===== src/rtl/serv_debug_ctrl.sv =====
// Debug-mode entry/exit sequencer for the bit-serial SERV core.
// Streams PC into dpc on entry, redirects fetch to the debug ROM, and returns to dpc on dret.
module serv_debug_ctrl #(
    parameter int          W            = 1,
    parameter logic [31:0] DM_HALT_ADDR = 32'h00000800
) (
    input  logic         clk,
    input  logic         i_rst,
    input  logic         i_haltreq,
    input  logic         i_insn_done,
    input  logic         i_ebreak,
    input  logic         i_dret,
    input  logic         i_dcsr_step,
    input  logic         i_dcsr_ebreakm,
    output logic         o_stall,
    output logic         o_dpc_en,
    output logic [1:0]   o_pc_sel,
    output logic [W-1:0] o_pc_data,
    output logic         o_dbg_mode,
    output logic [2:0]   o_cause,
    output logic         o_irq_mask,
    output logic         o_resume_ack
);

    localparam int             NBEATS   = 32 / W;
    localparam int             CW       = $clog2(NBEATS);
    localparam logic [CW-1:0]  CNT_LAST = CW'(NBEATS - 1);
    localparam logic [CW-1:0]  CNT_ONE  = CW'(1);

    typedef enum logic [2:0] {
        ST_RUN    = 3'd0,
        ST_ENTER  = 3'd1,
        ST_REDIR  = 3'd2,
        ST_DEBUG  = 3'd3,
        ST_RESUME = 3'd4
    } state_t;

    state_t         state_r, state_s;
    logic [CW-1:0]  cnt_r, cnt_s;
    logic           step_pend_r, step_pend_s;
    logic [2:0]     cause_r, cause_s;
    logic           ack_s;
    logic           cnt_last_s;

    logic           stall_r, stall_s;
    logic           dpc_en_r, dpc_en_s;
    logic [1:0]     pc_sel_r, pc_sel_s;
    logic [W-1:0]   pc_data_r, pc_data_s;
    logic           dbg_mode_r, dbg_mode_s;
    logic           irq_mask_r, irq_mask_s;
    logic           resume_ack_r;

    function automatic logic [W-1:0] halt_beat(input logic [CW-1:0] beat);
        return DM_HALT_ADDR[int'(beat) * W +: W];
    endfunction

    assign cnt_last_s = (cnt_r == CNT_LAST);

    // Next-state, counter, trigger latching and step bookkeeping
    always_comb begin
        state_s     = state_r;
        cnt_s       = cnt_r;
        step_pend_s = step_pend_r;
        cause_s     = cause_r;
        ack_s       = 1'b0;
        case (state_r)
            ST_RUN: begin
                if (i_insn_done && i_ebreak && i_dcsr_ebreakm) begin
                    cause_s     = 3'd1;
                    state_s     = ST_ENTER;
                    cnt_s       = '0;
                    step_pend_s = 1'b0;
                end else if (i_insn_done && i_haltreq) begin
                    cause_s     = 3'd3;
                    state_s     = ST_ENTER;
                    cnt_s       = '0;
                    step_pend_s = 1'b0;
                end else if (i_insn_done && step_pend_r) begin
                    cause_s     = 3'd4;
                    state_s     = ST_ENTER;
                    cnt_s       = '0;
                    step_pend_s = 1'b0;
                end else begin
                    state_s = ST_RUN;
                end
            end
            ST_ENTER: begin
                if (cnt_last_s) begin
                    state_s = ST_REDIR;
                    cnt_s   = '0;
                end else begin
                    cnt_s = cnt_r + CNT_ONE;
                end
            end
            ST_REDIR: begin
                if (cnt_last_s) begin
                    state_s = ST_DEBUG;
                    cnt_s   = '0;
                end else begin
                    cnt_s = cnt_r + CNT_ONE;
                end
            end
            ST_DEBUG: begin
                // dpc and cause are left alone on a nested ebreak: only fetch is redirected
                if (i_insn_done && i_dret) begin
                    state_s = ST_RESUME;
                    cnt_s   = '0;
                end else if (i_insn_done && i_ebreak) begin
                    state_s = ST_REDIR;
                    cnt_s   = '0;
                end else begin
                    state_s = ST_DEBUG;
                end
            end
            ST_RESUME: begin
                if (cnt_last_s) begin
                    state_s     = ST_RUN;
                    cnt_s       = '0;
                    step_pend_s = i_dcsr_step;
                    ack_s       = 1'b1;
                end else begin
                    cnt_s = cnt_r + CNT_ONE;
                end
            end
            default: begin
                state_s = ST_RUN;
                cnt_s   = '0;
            end
        endcase
    end

    // Output decode from the upcoming state so outputs can be registered without extra latency
    always_comb begin
        stall_s    = 1'b0;
        dpc_en_s   = 1'b0;
        pc_sel_s   = 2'd0;
        pc_data_s  = '0;
        dbg_mode_s = 1'b0;
        case (state_s)
            ST_RUN: begin
                stall_s = 1'b0;
            end
            ST_ENTER: begin
                stall_s  = 1'b1;
                dpc_en_s = 1'b1;
            end
            ST_REDIR: begin
                stall_s    = 1'b1;
                pc_sel_s   = 2'd1;
                pc_data_s  = halt_beat(cnt_s);
                dbg_mode_s = 1'b1;
            end
            ST_DEBUG: begin
                dbg_mode_s = 1'b1;
            end
            ST_RESUME: begin
                stall_s    = 1'b1;
                pc_sel_s   = 2'd2;
                dbg_mode_s = 1'b1;
            end
            default: begin
                stall_s = 1'b0;
            end
        endcase
        irq_mask_s = dbg_mode_s | step_pend_s | (state_s == ST_ENTER);
    end

    // State and registered outputs
    always_ff @(posedge clk) begin
        if (i_rst) begin
            state_r      <= ST_RUN;
            cnt_r        <= '0;
            step_pend_r  <= 1'b0;
            cause_r      <= 3'd0;
            stall_r      <= 1'b0;
            dpc_en_r     <= 1'b0;
            pc_sel_r     <= 2'd0;
            pc_data_r    <= '0;
            dbg_mode_r   <= 1'b0;
            irq_mask_r   <= 1'b0;
            resume_ack_r <= 1'b0;
        end else begin
            state_r      <= state_s;
            cnt_r        <= cnt_s;
            step_pend_r  <= step_pend_s;
            cause_r      <= cause_s;
            stall_r      <= stall_s;
            dpc_en_r     <= dpc_en_s;
            pc_sel_r     <= pc_sel_s;
            pc_data_r    <= pc_data_s;
            dbg_mode_r   <= dbg_mode_s;
            irq_mask_r   <= irq_mask_s;
            resume_ack_r <= ack_s;
        end
    end

    assign o_stall      = stall_r;
    assign o_dpc_en     = dpc_en_r;
    assign o_pc_sel     = pc_sel_r;
    assign o_pc_data    = pc_data_r;
    assign o_dbg_mode   = dbg_mode_r;
    assign o_cause      = cause_r;
    assign o_irq_mask   = irq_mask_r;
    assign o_resume_ack = resume_ack_r;

    // A retire while issue is stalled means the core ignored o_stall
    property p_no_retire_when_stalled;
        @(posedge clk) disable iff (i_rst)
            !(i_insn_done && (state_r == ST_ENTER || state_r == ST_REDIR || state_r == ST_RESUME));
    endproperty
    a_no_retire_when_stalled: assert property (p_no_retire_when_stalled);

endmodule


===== config.mk =====
export PLATFORM = sky130hd
export DESIGN_NAME = serv_debug_ctrl
export DESIGN_NICKNAME = d
export VERILOG_FILES = /design/src/rtl/serv_debug_ctrl.sv
export SDC_FILE = /design/constraint.sdc
export NUM_CORES = 1
export LEC_CHECK = 0
export ABC_AREA = 1
export BUFFER_PORTS_ARGS = -buffer_cell sky130_fd_sc_hd__buf_2
export CAP_MARGIN = 20
export CORE_MARGIN = 5
export CORE_UTILIZATION = 28
export DETAILED_ROUTE_END_ITERATION = 6
export HOLD_SLACK_MARGIN = 0.08
export PLACE_DENSITY = 0.48
export RECOVER_POWER = 50
export SLEW_MARGIN = 20
export SYNTH_ARGS = -nofsm -noshare
export SYNTH_HDL_FRONTEND = slang
export SYNTH_SLANG_ARGS = --single-unit

===== constraint.sdc =====
create_clock -name clk -period 2.1 [get_ports clk]
set_input_delay 0.21 -clock clk [delete_from_list [all_inputs] [get_ports clk]]
set_output_delay 0.21 -clock clk [all_outputs]
set_load 0.01 [all_outputs]

==> reports/qor.txt, run 1 <==
Worst VDD drop = 0.000398 V
Cell total after placement = 203
Power per Cell Area = 698 nW/um2
Final setup violating endpoints = 0
Largest family of logic cells by synthesized area = simple AND/OR/NAND/NOR gates
CTS Buf Count = 3
Max-cap violations = 0
Filler instances = 373
Hold Crit Class = in2reg
CP Max Fanout = 8
Final Hold Viols = 0
Largest net degree at the start of global routing = 13
Max-slew headroom = 79.4%
WL final = 2.21 mm
Seq/Total Area, Yosys = 40.1%
Worst reg-to-reg path cell count = 12
HPWL Detailed = 1.78 mm
Iteration-0 DRC Markers = 19
Synth Register Bits = 20
Wire per inst = 10.7 um
Worst Hold Path Cells = 2
Total negative slack = 0 ns
Fin crit period = 1.80 ns
Die height = 69.7 um
Cell Rows = 21
Distinct cells, synth = 22
Kind of start point of the critical path = flip-flop
Core Footprint = 3390 um2
Kind of end point of the critical path = flip-flop
Worst Hold Endpoint = o_cause[0]
Remaining antenna violation count = 0
Hold Startpoint = i_rst
Total GRT Usage = 9.92%
FF-to-FF setup slack = 0.30 ns
Number of iterations in the first detailed-routing pass = 4
Worst r2r dst = o_pc_data
Period utilisation layout = 85.8%
GP Congestion = 0.753
Clock skew = 0.00325 ns
Status = finished, final reports clean
CTS tree = yes
Ys Warns = 0
Clk sinks = 20
XOR/XNOR Fraction of Synth Area = 0.877%
Final nets = 172
Share of the synthesized area in the top cell type = 40.1%
Cell taking the most area after synthesis = dfxtp_1
Vias = 917
R2R Path Start = cnt_r[0]
Die area = 4860 um2
Port-buffer cells = 18
Syn Inst Count = 141
Leakage = 0.566 nW
Fin cells = 207
Avg Inst Size Synth = 7.08 um2
Initial Utilization = 29.5%
RSZ-0062 raised after global routing = false
First-pass GRT wire length = 3.93 mm
Top cells by area, synth = dfxtp_1, nand2_1, nand3_1
Adder-cell share of the synthesized area = 2.51%
Initial antenna violation count = 0
CP required = 2.36 ns
Syn nets = 151
Compound-Gate Fraction of Synth Area = 6.27%
Reg clk slew, reported paths = 0.12 ns
Slew @ Worst Pin = 0.308 ns
WHS = 0.185 ns
Max Root-Sink Buffers = 2
CTS root buf = clkbuf_4
Total gr overflow = 0
Multiplexer share of the synthesized area = 0%
Detail-routed via count per cell = 4.43
Die Wd = 69.7 um
Clock Latency Late Sink = 0.30 ns
Crit path DAT = 2.06 ns
Antenna cells = 0
Area Growth Syn to Fin = 16.9%
DRC Markers = 0
Critical path startpoint = cnt_r[0]
Post-Synth Simple-Gate Area = 41.2%
H-tree depth = 1
Syn Std Cell Area = 998 um2
Critical path type = reg2reg
Postcts setup bufs = 0
Max Slew Vio Count = 0
Vias in the first global route = 892
Layout Utilization = 34.4%
Share of cells above drive strength 1 = 14.9%
# IOs = 19
Fmax = 555 MHz
cell usage in the layout (no fill, tap or decap), types with 3 or more instances in the layout:
| master | count |
|---|---|
| nand2_1 | 33 |
| dfxtp_1 | 20 |
| inv_1 | 19 |
| nor2_1 | 17 |
| nand3_1 | 16 |
| clkbuf_1 | 11 |
| buf_2 | 7 |
| o21ai_0 | 6 |
| nor2_4 | 4 |
| nand2_2 | 4 |
| nand4_1 | 4 |
| a21oi_1 | 4 |
| clkbuf_4 | 3 |
final cells by class:
class / instances / area, um2 / share of cell area, %
inverters: 21 / 80.1 / 6.86
repair buffers: 18 / 76.3 / 6.54
clock buffers: 3 / 22.5 / 1.93
well taps: 46 / 57.6 / 4.93
multi-input cells: 98 / 500 / 42.9
flip-flops and latches: 20 / 400 / 34.3
clock inverters: 1 / 30.0 / 2.57
flip-flops by register name, indices dropped and copies added (netlist names):
signal        count
step_pend_r       1
o_pc_sel          2
state_r           3
o_cause           3
o_dbg_mode        1
o_stall           1
o_irq_mask        1
o_dpc_en          1
o_pc_data         1
cnt_r             5
o_resume_ack      1
synth_stat cells:
library cell / instances
nor2_1: 16
nor3b_1: 1
dfxtp_1: 20
a21oi_1: 4
nand2_1: 32
xor2_1: 1
nand3_2: 2
nor2_2: 1
a31oi_1: 2
inv_4: 1
nand4_1: 4
nand2_2: 5
inv_1: 18
clkbuf_1: 1
nand3_1: 16
clkinv_1: 1
ha_1: 2
nor2_4: 5
inv_2: 1
o21ai_0: 6
nor3_1: 1
buf_2: 1
per-layer routing:
metal	wire length, um	GRT usage [%]	share of wire, %
met1	1080	12.6	49
met2	956	15.5	43
met3	152	4.20	6.9
met4	18	2.55	0.82
met5	0	0	0
how the worst max path moves through the flow:
| stage | to | slack (ns) |
|---|---|---|
| 2_1_floorplan | o_pc_data | 0.48 |
| 4_1_cts | o_pc_data | 0.24 |
| 3_3_place_gp | o_pc_data | 0.35 |
| 3_5_place_dp | o_pc_data | 0.26 |
| 5_1_grt | o_pc_data | 0.05 |
| 6_report | o_pc_data | 0.30 |
what timing repair did:
action / 4_1_cts / 5_1_grt
hold buffers: 0 / 0
gates resized for setup: 0 / 1
setup endpoints to repair: 0 / 1
power by group:
part           total (mW)  internal [mW]  switching, mW
clock network       0.319          0.193          0.126
logic              0.0945         0.0307         0.0637
registers           0.402          0.394        0.00826
metrics by stage:
| stage | total power [mW] | cell area, um2 | setup WS, ns |
|---|---|---|---|
| after CTS | 0.834 | 1190 | 0.236 |
| final | 0.815 | 1170 | 0.298 |
| after global routing | 0.858 | 1170 | 0.0457 |
| after global placement | 0.514 | 1140 | 0.349 |
| after detailed placement | 0.513 | 1140 | 0.262 |
| after floorplan | 0.478 | 998 | 0.481 |
cell families after synthesis:
group                    Yosys count
AO/OA/AOI/OAI                     12
adder cells (fa/ha/maj)            2
AND/OR/NAND/NOR                   83
flip-flops                        20
buffers and inverters             23
XOR/XNOR                           1
worst max-delay path, cell delays in order (launching register included):
cell and delay (ns):
dfxtp_1 0.42, ha_1 0.19, nand2_1 0.07, nor2_1 0.10, ha_2 0.27, inv_1 0.08, nand3_1 0.08, nand3_1 0.11
nor2_4 0.14, nand2_2 0.08, nor2_1 0.08, nand2_1 0.05, nor2_1 0.07
Note: power is estimated with default switching activity, not from simulation.
==> run 2: changes to the inputs <==
--- a/config.mk
+++ b/config.mk
@@ -9,10 +9,11 @@
 export BUFFER_PORTS_ARGS = -buffer_cell sky130_fd_sc_hd__buf_2
 export CAP_MARGIN = 20
 export CORE_MARGIN = 5
-export CORE_UTILIZATION = 28
+export CORE_UTILIZATION = 45
+export CTS_CLUSTER_SIZE = 24
 export DETAILED_ROUTE_END_ITERATION = 6
 export HOLD_SLACK_MARGIN = 0.08
-export PLACE_DENSITY = 0.48
+export PLACE_DENSITY = 0.69
 export RECOVER_POWER = 50
 export SLEW_MARGIN = 20
 export SYNTH_ARGS = -nofsm -noshare
==> reports/qor.txt, run 2 (same netlist as run 1, synthesis figures left out) <==
Crit path DAT = 2.04 ns (-0.02 ns)
DRC Markers = 0 (unchanged)
Max Slew Vio Count = 0 (unchanged)
Wire per inst = 11.7 um (+9.8%)
Worst VDD drop = 0.000465 V (+17%)
Port-buffer cells = 18 (unchanged)
RSZ-0062 raised after global routing = false
Iteration-0 DRC Markers = 25 (+6)
Initial antenna violation count = 0 (unchanged)
Die area = 3260 um2 (-33%)
Clock skew = 0.00399 ns (+0.000737 ns)
CP Max Fanout = 8 (unchanged)
Status = finished, final reports clean
Clk sinks = 20 (unchanged)
Largest net degree at the start of global routing = 13 (unchanged)
Antenna cells = 0 (unchanged)
Vias in the first global route = 926 (+3.8%)
H-tree depth = 1 (unchanged)
Worst Hold Endpoint = o_cause[0]
Placed Area = 1110 um2 (-2.0%)
CP required = 2.34 ns (-0.02 ns)
Max FFs per register = 5 (unchanged)
Slew @ Worst Pin = 0.340 ns (+0.0318 ns)
Cts hold-fix bufs = 0 (unchanged)
Number of iterations in the first detailed-routing pass = 4 (unchanged)
Core Footprint = 2170 um2 (-36%)
Most frequent cells in the layout = nand2_1, dfxtp_1, inv_1, nor2_1, nand3_1
Logic gate share of total power = 11.9% (+0.3 points)
Final setup margin = 0.301 ns (+0.00291 ns)
Total gr overflow = 0 (unchanged)
Int Pwr = 0.617 mW (about the same)
Total negative slack = 0 ns (unchanged)
Share of cells above drive strength 1 = 15.5% (+0.62 points)
WL final = 2.21 mm (+0.27%)
FF-to-FF setup slack = 0.30 ns (about the same)
Most flops, register = cnt_r
Reg clk slew, reported paths = 0.12 ns (about the same)
Max Root-Sink Buffers = 2 (unchanged)
Leakage = 0.566 nW (about the same)
Postcts setup bufs = 0 (unchanged)
Kind of end point of the critical path = flip-flop
Critical path type = reg2reg
Initial Utilization = 46.0% (+17 points)
Setup Slack @ Placement = 0.265 ns (+0.00385 ns)
Hold Crit Class = in2reg
Post-CTS Resized = 0 (unchanged)
Layout Utilization = 52.8% (+18 points)
Die Wd = 57.1 um (-18%)
Reg area = 400 um2 (unchanged)
Clock Latency Late Sink = 0.30 ns (about the same)
Worst reg-to-reg path cell count = 12 (unchanged)
Final Hold Viols = 0 (unchanged)
Commonest non-fill, non-tap cell in the layout = nand2_1
Sw Share = 23.8% (-0.46 points)
Die height = 57.1 um (-18%)
Worst Hold Path Cells = 2 (unchanged)
Final setup violating endpoints = 0 (unchanged)
Detail-routed via count per cell = 5.02 (+13%)
Worst r2r dst = o_pc_data
CTS root buf = clkbuf_4
Max-slew headroom = 77.3% (-2.1 points)
First-pass GRT wire length = 3.85 mm (-2.1%)
Total GRT Usage = 14.9% (+5.0 points)
Final nets = 172 (unchanged)
Area of the multi-input gates = 500 um2 (unchanged)
Max-cap violations = 0 (unchanged)
R2R Path Start = cnt_r[0]
Vias = 948 (+3.4%)
Final Instance Area = 1140 um2 (-1.9%)
Power per Cell Area = 708 nW/um2 (+1.3%)
Reg power frac = 49.6% (+0.3 points)
Clock network fraction of design power = 38.5% (-0.6 points)
Fin crit period = 1.80 ns (-0.00291 ns)
Remaining antenna violation count = 0 (unchanged)
Pwr Total = 0.810 mW (-0.65%)
Area Growth Syn to Fin = 14.7%
GP Congestion = 0.877 (+16%)
CTS Buf Count = 3 (unchanged)
Psw = 0.193 mW (-2.5%)
Period utilisation layout = 85.7% (-0.14 points)
# IOs = 19 (unchanged)
Filler instances = 230 (-38%)
Kind of start point of the critical path = flip-flop
HPWL Detailed = 1.75 mm (-1.9%)
Cell Rows = 17 (-19%)
Hold Startpoint = i_rst
CTS tree = yes
Fmax = 556 MHz (+0.16%)
## run 2: cell count changes in the layout (fill, tap and decap cells not counted)
cell   change
inv_2      +1
inv_1      -1
## run 2: cell type report
class	count	share of cell area [%]
inverter	21	6.99
tap	28	3.06
sequential	20	35.0
multi-input combinational	98	43.7
clock inverter	1	2.62
clock buffer	3	1.97
timing repair buffer	18	6.67
## run 2: power by group through the flow
stage          logic (mW)  registers (mW)  clock network, mW
2_1_floorplan      0.0635           0.415                  0
3_3_place_gp        0.101           0.410                  0
3_5_place_dp        0.103           0.410                  0
4_1_cts             0.104           0.401              0.321
5_1_grt             0.110           0.404              0.347
6_report           0.0962           0.402              0.312
## run 2: how the worst max path moves through the flow
stage / from / endpoint / slack, ns / cells past startpoint
2_1_floorplan: cnt_r[0] / o_pc_data / 0.48 / 13
3_3_place_gp: cnt_r[0] / o_pc_data / 0.37 / 12
3_5_place_dp: cnt_r[0] / o_pc_data / 0.27 / 12
4_1_cts: cnt_r[0] / o_pc_data / 0.23 / 12
5_1_grt: cnt_r[0] / o_pc_data / 0.06 / 12
6_report: cnt_r[0] / o_pc_data / 0.30 / 12
## run 2: routing by layer
metal | wire length (um) | up-vias | part of all wire, % | global-route usage, %
met4 | 34 | 0 | 1.5 | 6.29
met3 | 170 | 4 | 7.7 | 2.94
met5 | 0 | - | 0 | 0
met1 | 982 | 420 | 44 | 18.2
li1 | - | 489 | - | -
met2 | 1030 | 35 | 46 | 25.4
## run 2: critical path, stage by stage (launching register included)
cell     delay (ns)
dfxtp_1        0.42
ha_1           0.19
nand2_1        0.07
nor2_1         0.10
ha_2           0.27
inv_1          0.08
nand3_1        0.08
nand3_1        0.11
nor2_4         0.14
nand2_2        0.08
nor2_1         0.09
nand2_1        0.05
nor2_1         0.07
## run 2: stage by stage
| stage | std cells | hold WS, ns |
|---|---|---|
| after floorplan | 141 | 0.428 |
| after global placement | 185 | 0.456 |
| after detailed placement | 185 | 0.468 |
| after CTS | 189 | 0.197 |
| after global routing | 189 | 0.192 |
| final | 189 | 0.200 |
